File: src/rtl/mem_requester.sv
// rtl/mem_requester.sv - single-port memory requester: fetch/load/store sequencing with range check and counters
module mem_requester #(
    parameter int CODE_DEPTH = 19,
    parameter int DATA_DEPTH = 8
) (
    input  logic        clk,
    input  logic        reset,
    input  logic        fetch_req,
    input  logic        load_req,
    input  logic        store_req,
    input  logic [31:0] pc,
    input  logic [31:0] daddr,
    input  logic [31:0] wdata,
    input  logic [31:0] IR,
    input  logic [31:0] DR,
    output logic [31:0] addr,
    output logic        WR,
    output logic        IR_DR,
    output logic [31:0] MDataIn,
    output logic        busy,
    output logic        done,
    output logic        err,
    output logic [31:0] instr,
    output logic [31:0] rdata,
    output logic [15:0] fetch_cnt,
    output logic [15:0] load_cnt,
    output logic [15:0] store_cnt
);

    typedef enum logic [1:0] {S_IDLE, S_ISSUE, S_WAIT, S_CAPTURE} state_t;
    typedef enum logic [1:0] {OP_FETCH, OP_LOAD, OP_STORE} op_t;

    state_t      state_q;
    op_t         op_q;
    logic [31:0] addr_q;
    logic        wr_q;
    logic        ir_dr_q;
    logic [31:0] mdata_q;
    logic        done_q;
    logic        err_q;
    logic [31:0] instr_q;
    logic [31:0] rdata_q;
    logic [15:0] fetch_cnt_q, load_cnt_q, store_cnt_q;
    logic [15:0] fetch_cnt_d, load_cnt_d, store_cnt_d;
    logic        code_oor;
    logic        data_oor;

    function automatic logic [15:0] sat_inc(input logic [15:0] v);
        return (v == 16'hFFFF) ? v : v + 16'd1;
    endfunction

    // Range checks and saturating counter next values
    always_comb begin
        code_oor    = (pc >= 32'(CODE_DEPTH));
        data_oor    = (daddr >= 32'(DATA_DEPTH));
        fetch_cnt_d = sat_inc(fetch_cnt_q);
        load_cnt_d  = sat_inc(load_cnt_q);
        store_cnt_d = sat_inc(store_cnt_q);
    end

    // Access sequencer; reset is asynchronous so WR returns high at once and no partial write occurs
    always_ff @(posedge clk or negedge reset) begin
        if (!reset) begin
            state_q     <= S_IDLE;
            op_q        <= OP_FETCH;
            addr_q      <= 32'd0;
            wr_q        <= 1'b1;
            ir_dr_q     <= 1'b0;
            mdata_q     <= 32'd0;
            done_q      <= 1'b0;
            err_q       <= 1'b0;
            instr_q     <= 32'd0;
            rdata_q     <= 32'd0;
            fetch_cnt_q <= 16'd0;
            load_cnt_q  <= 16'd0;
            store_cnt_q <= 16'd0;
        end else begin
            done_q <= 1'b0;
            err_q  <= 1'b0;
            case (state_q)
                S_IDLE: begin
                    // store wins over load, load over fetch; losers are dropped
                    if (store_req) begin
                        if (data_oor) begin
                            state_q <= S_CAPTURE;
                            done_q  <= 1'b1;
                            err_q   <= 1'b1;
                        end else begin
                            op_q    <= OP_STORE;
                            addr_q  <= daddr;
                            wr_q    <= 1'b0;
                            ir_dr_q <= 1'b1;
                            mdata_q <= wdata;
                            state_q <= S_ISSUE;
                        end
                    end else if (load_req) begin
                        if (data_oor) begin
                            state_q <= S_CAPTURE;
                            done_q  <= 1'b1;
                            err_q   <= 1'b1;
                        end else begin
                            op_q    <= OP_LOAD;
                            addr_q  <= daddr;
                            ir_dr_q <= 1'b1;
                            state_q <= S_ISSUE;
                        end
                    end else if (fetch_req) begin
                        if (code_oor) begin
                            state_q <= S_CAPTURE;
                            done_q  <= 1'b1;
                            err_q   <= 1'b1;
                        end else begin
                            op_q    <= OP_FETCH;
                            addr_q  <= pc;
                            ir_dr_q <= 1'b0;
                            state_q <= S_ISSUE;
                        end
                    end
                end
                S_ISSUE: begin
                    if (op_q == OP_STORE) begin
                        wr_q        <= 1'b1;
                        store_cnt_q <= store_cnt_d;
                        done_q      <= 1'b1;
                        state_q     <= S_IDLE;
                    end else begin
                        state_q <= S_WAIT;
                    end
                end
                S_WAIT: begin
                    // memory output registered at the previous edge is valid now
                    if (op_q == OP_FETCH) begin
                        instr_q     <= IR;
                        fetch_cnt_q <= fetch_cnt_d;
                    end else begin
                        rdata_q    <= DR;
                        load_cnt_q <= load_cnt_d;
                    end
                    done_q  <= 1'b1;
                    state_q <= S_CAPTURE;
                end
                S_CAPTURE: begin
                    state_q <= S_IDLE;
                end
                default: begin
                    state_q <= S_IDLE;
                end
            endcase
        end
    end

    assign busy      = (state_q != S_IDLE);
    assign addr      = addr_q;
    assign WR        = wr_q;
    assign IR_DR     = ir_dr_q;
    assign MDataIn   = mdata_q;
    assign done      = done_q;
    assign err       = err_q;
    assign instr     = instr_q;
    assign rdata     = rdata_q;
    assign fetch_cnt = fetch_cnt_q;
    assign load_cnt  = load_cnt_q;
    assign store_cnt = store_cnt_q;

endmodule

File: config.mk
export PLATFORM = sky130hd
export DESIGN_NAME = mem_requester
export DESIGN_NICKNAME = d
export VERILOG_FILES = /design/src/rtl/mem_requester.sv
export SDC_FILE = /design/constraint.sdc
export NUM_CORES = 1
export LEC_CHECK = 0
export ABC_AREA = 1
export BUFFER_PORTS_ARGS = -buffer_cell sky130_fd_sc_hd__buf_4
export CORE_UTILIZATION = 45
export CTS_BUF_LIST = sky130_fd_sc_hd__clkbuf_2 sky130_fd_sc_hd__clkbuf_4 sky130_fd_sc_hd__clkbuf_8
export DETAILED_ROUTE_END_ITERATION = 6
export PLACE_DENSITY = 0.88
export SLEW_MARGIN = 10
export SYNTH_ARGS = -nofsm -noshare
export SYNTH_HDL_FRONTEND = slang
export SYNTH_SLANG_ARGS = --single-unit
export TNS_END_PERCENT = 20
File: constraint.sdc
create_clock -name clk -period 1.65 [get_ports clk]
set_clock_uncertainty 0.15 [all_clocks]
set_input_delay 0.33 -clock clk [delete_from_list [all_inputs] [get_ports clk]]
set_output_delay 0.33 -clock clk [all_outputs]
set_load 0.03 [all_outputs]
==> results.tsv <==
metric	value	unit
Design Area, Final	0.0141	mm2
die area	0.0187	mm2
R2R Path Start	load_cnt[0]	
post-synthesis cell type count	38	
Syn Inst Count	979	
commonest non-fill, non-tap cell in the layout	nand2_1	
Hold Vio Cnt, Final	0	
Power Dens Cells	1050	mW/mm2
hold-critical path depth	3	
crit path from	load_cnt[0]	
Static Leak	7.22	nW
GP Congestion	0.878	
Final #Nets	1692	
number of synthesized flops with an enable pin	0	
Initial DRC Count	656	
setup ws final	-0.201	ns
CP max stage delay	0.48	ns
clk_lat worst skew	0.46	ns
CTS tree	yes	
Worst setup SP type	flip-flop	
global-route wire length before repair	44800	um
Critical-path top delay cell	dfrtp_2	
Yosys warnings	0	
Syn-to-layout area delta	72.6	%
Routed Wire Length	33100	um
HP Class	in2reg	
final setup fails	59	
Crit Path Category	reg2reg	
flop-to-flop setup slack	-0.20	ns
crit-path cells	ha_4, nand3_4, nor3_4, nand4_1, nand2_2, buf_6, nor2_2, xor2_1	
Vias	9406	
CTS sink count	184	
syn_area_per_cell	8.32	um2
post-route ant nets	0	
clock slew at reported path FFs	0.12	ns
initial antenna violation count	2	
vias in the first global route	9375	
layout cells sized above 1	40.5	%
IO Port Bufs	345	
worst r2r dst	load_cnt[3]	
Synth Register Bits	184	
ys flop type	dfrtp_1	
Hold Path Origin	load_req	
mapped cell area	0.00815	mm2
residual DRC count	0	
chip width	137	um
FF-to-FF path depth	8	
worst slew pin tran	0.461	ns
VDD IR max	0.874	mV
area after detailed placement	0.0117	mm2
CORE AREA	0.0175	mm2
CTS root buffer	clkbuf_8	
pin count of the biggest net entering global routing	69	
I/O pins	346	
Syn Nets	1147	
row count	48	
total iterations of the first detailed-routing run	5	
CP required	1.84	ns
crit path DAT	2.04	ns
max cap viols	0	
gr usage total	31.3	%
HPWL after DPL	18300	um
global route overflow	0	
RSZ-0062 raised after global routing	true	
cts bufs inserted	17	
vias per cell	5.33	
crit path capture type	flip-flop	
setup TNS	-4.43	ns
most frequent cells in the layout	nand2_1, buf_4, dfrtp_1, dlygate4sd3_1, nor2_1	
maximum clock path buffer count	2	
sequential cell area fraction in the yosys report	56.5	%
initial core utilization	46.6	%
status	complete, but fails checks	
sink of the worst hold path	op_q[0]	
fin crit period	1.85	ns
violated checks	negative setup slack	
Slew Viols, Final	0	
Crit Path Max Fanout	5	
final period utilization	112	%
Worst slew margin	69.1	%
highest clock rate	540	MHz
Routed WL per cell	18.7	um
H-tree depth	4	
Die Y	137	um
Post-synth ARST share	100	%
## cells in the mapped netlist (2+ instances only)
library cell | number | share of area (%)
ha_1 | 3 | 0.46
inv_1 | 63 | 2.9
clkbuf_1 | 14 | 0.64
or2_2 | 2 | 0.15
dfrtp_1 | 183 | 56
nor2_2 | 2 | 0.15
a21boi_0 | 6 | 0.55
buf_1 | 2 | 0.092
a21oi_1 | 10 | 0.61
xnor2_1 | 13 | 1.4
xor2_1 | 26 | 2.8
buf_2 | 6 | 0.37
nor2_1 | 94 | 4.3
buf_6 | 6 | 0.83
o21ai_0 | 25 | 1.5
nor3_4 | 2 | 0.40
nand3_1 | 36 | 2.2
inv_2 | 2 | 0.092
nand4_1 | 13 | 1.0
nor4_1 | 4 | 0.31
nor3_1 | 15 | 0.92
nand2_1 | 436 | 20
## metal layers
layer	GRT usage, %	vias up	wire (um)
met5	0	-	0
met4	18.3	0	2090
met3	6.67	204	2640
met2	57.8	634	17100
met1	32.6	4441	11200
li1	-	4127	-
## metrics by stage
step / setup WS [ns] / utilization (%) / power, mW / hold slack, ns / cells
3_5_place_dp: -0.301 / 67.2 / 10.6 / 0.0283 / 1609
6_report: -0.201 / 80.5 / 14.8 / 0.0503 / 1764
5_1_grt: -0.274 / 80.5 / 15.4 / 0.0280 / 1764
2_1_floorplan: -0.175 / - / 8.27 / -0.116 / 979
3_3_place_gp: -0.255 / 67.2 / 10.4 / 0.0280 / 1609
4_1_cts: -0.123 / 76.9 / 14.0 / 0.00684 / 1750
## where the power goes
| group | total, mW | internal, mW | switching (mW) |
|---|---|---|---|
| logic | 6.22 | 2.58 | 3.64 |
| clock network | 2.89 | 1.09 | 1.79 |
| registers | 5.66 | 5.14 | 0.523 |
| total | 14.8 | 8.81 | 5.95 |
## state kept, by name, summed over array words and instances (netlist names), 2 cells and up
register	count
MDataIn	32
addr	32
instr	32
rdata	32
fetch_cnt	16
load_cnt	16
store_cnt	16
op_q	2
state_q	2
## final cells by class
| class | instances | area, um2 |
|---|---|---|
| repair buffers | 553 | 4790 |
| flip-flops and latches | 184 | 4630 |
| multi-input cells | 702 | 3730 |
| fillers | 907 | 3410 |
| well taps | 225 | 282 |
| inverters | 66 | 268 |
| clock buffers | 18 | 241 |
| clock inverters | 14 | 119 |
| diodes | 2 | 5.00 |
## how the worst max path moves through the flow
stage	cells after the start	slack, ns	endpoint
floorplan	9	-0.18	fetch_cnt[7]
global placement	9	-0.26	op_q[1]
detailed placement	9	-0.30	op_q[1]
CTS	4	-0.12	busy
global route	8	-0.27	load_cnt[10]
finish	8	-0.20	load_cnt[3]
## kinds of logic after synthesis
group	Yosys count	synth area share, %
DFF	184	56.5
adders and majority gates	3	0.461
AOI/OAI and AO/OA	45	3.02
xor gates and xnor gates	39	4.19
buffers and inverters	95	5.10
and+or+nand+nor	613	30.7
## repair_timing
item,in CTS,in global routing
hold buffers,98,0
hold endpoints to repair,209,0
gates resized for setup,75,135
setup buffers,11,8
cloned,1,4
pin swaps,12,22
endpoints found under the setup margin,62,174
## critical path: cells and delay by family, from the launching register on
family	cells	cell delay [ns]
simple gates	5	0.61
buf+inv	1	0.15
xor+xnor	1	0.15
flops	1	0.48
fa+ha+maj	1	0.19
(Power assumes the default switching activity.)
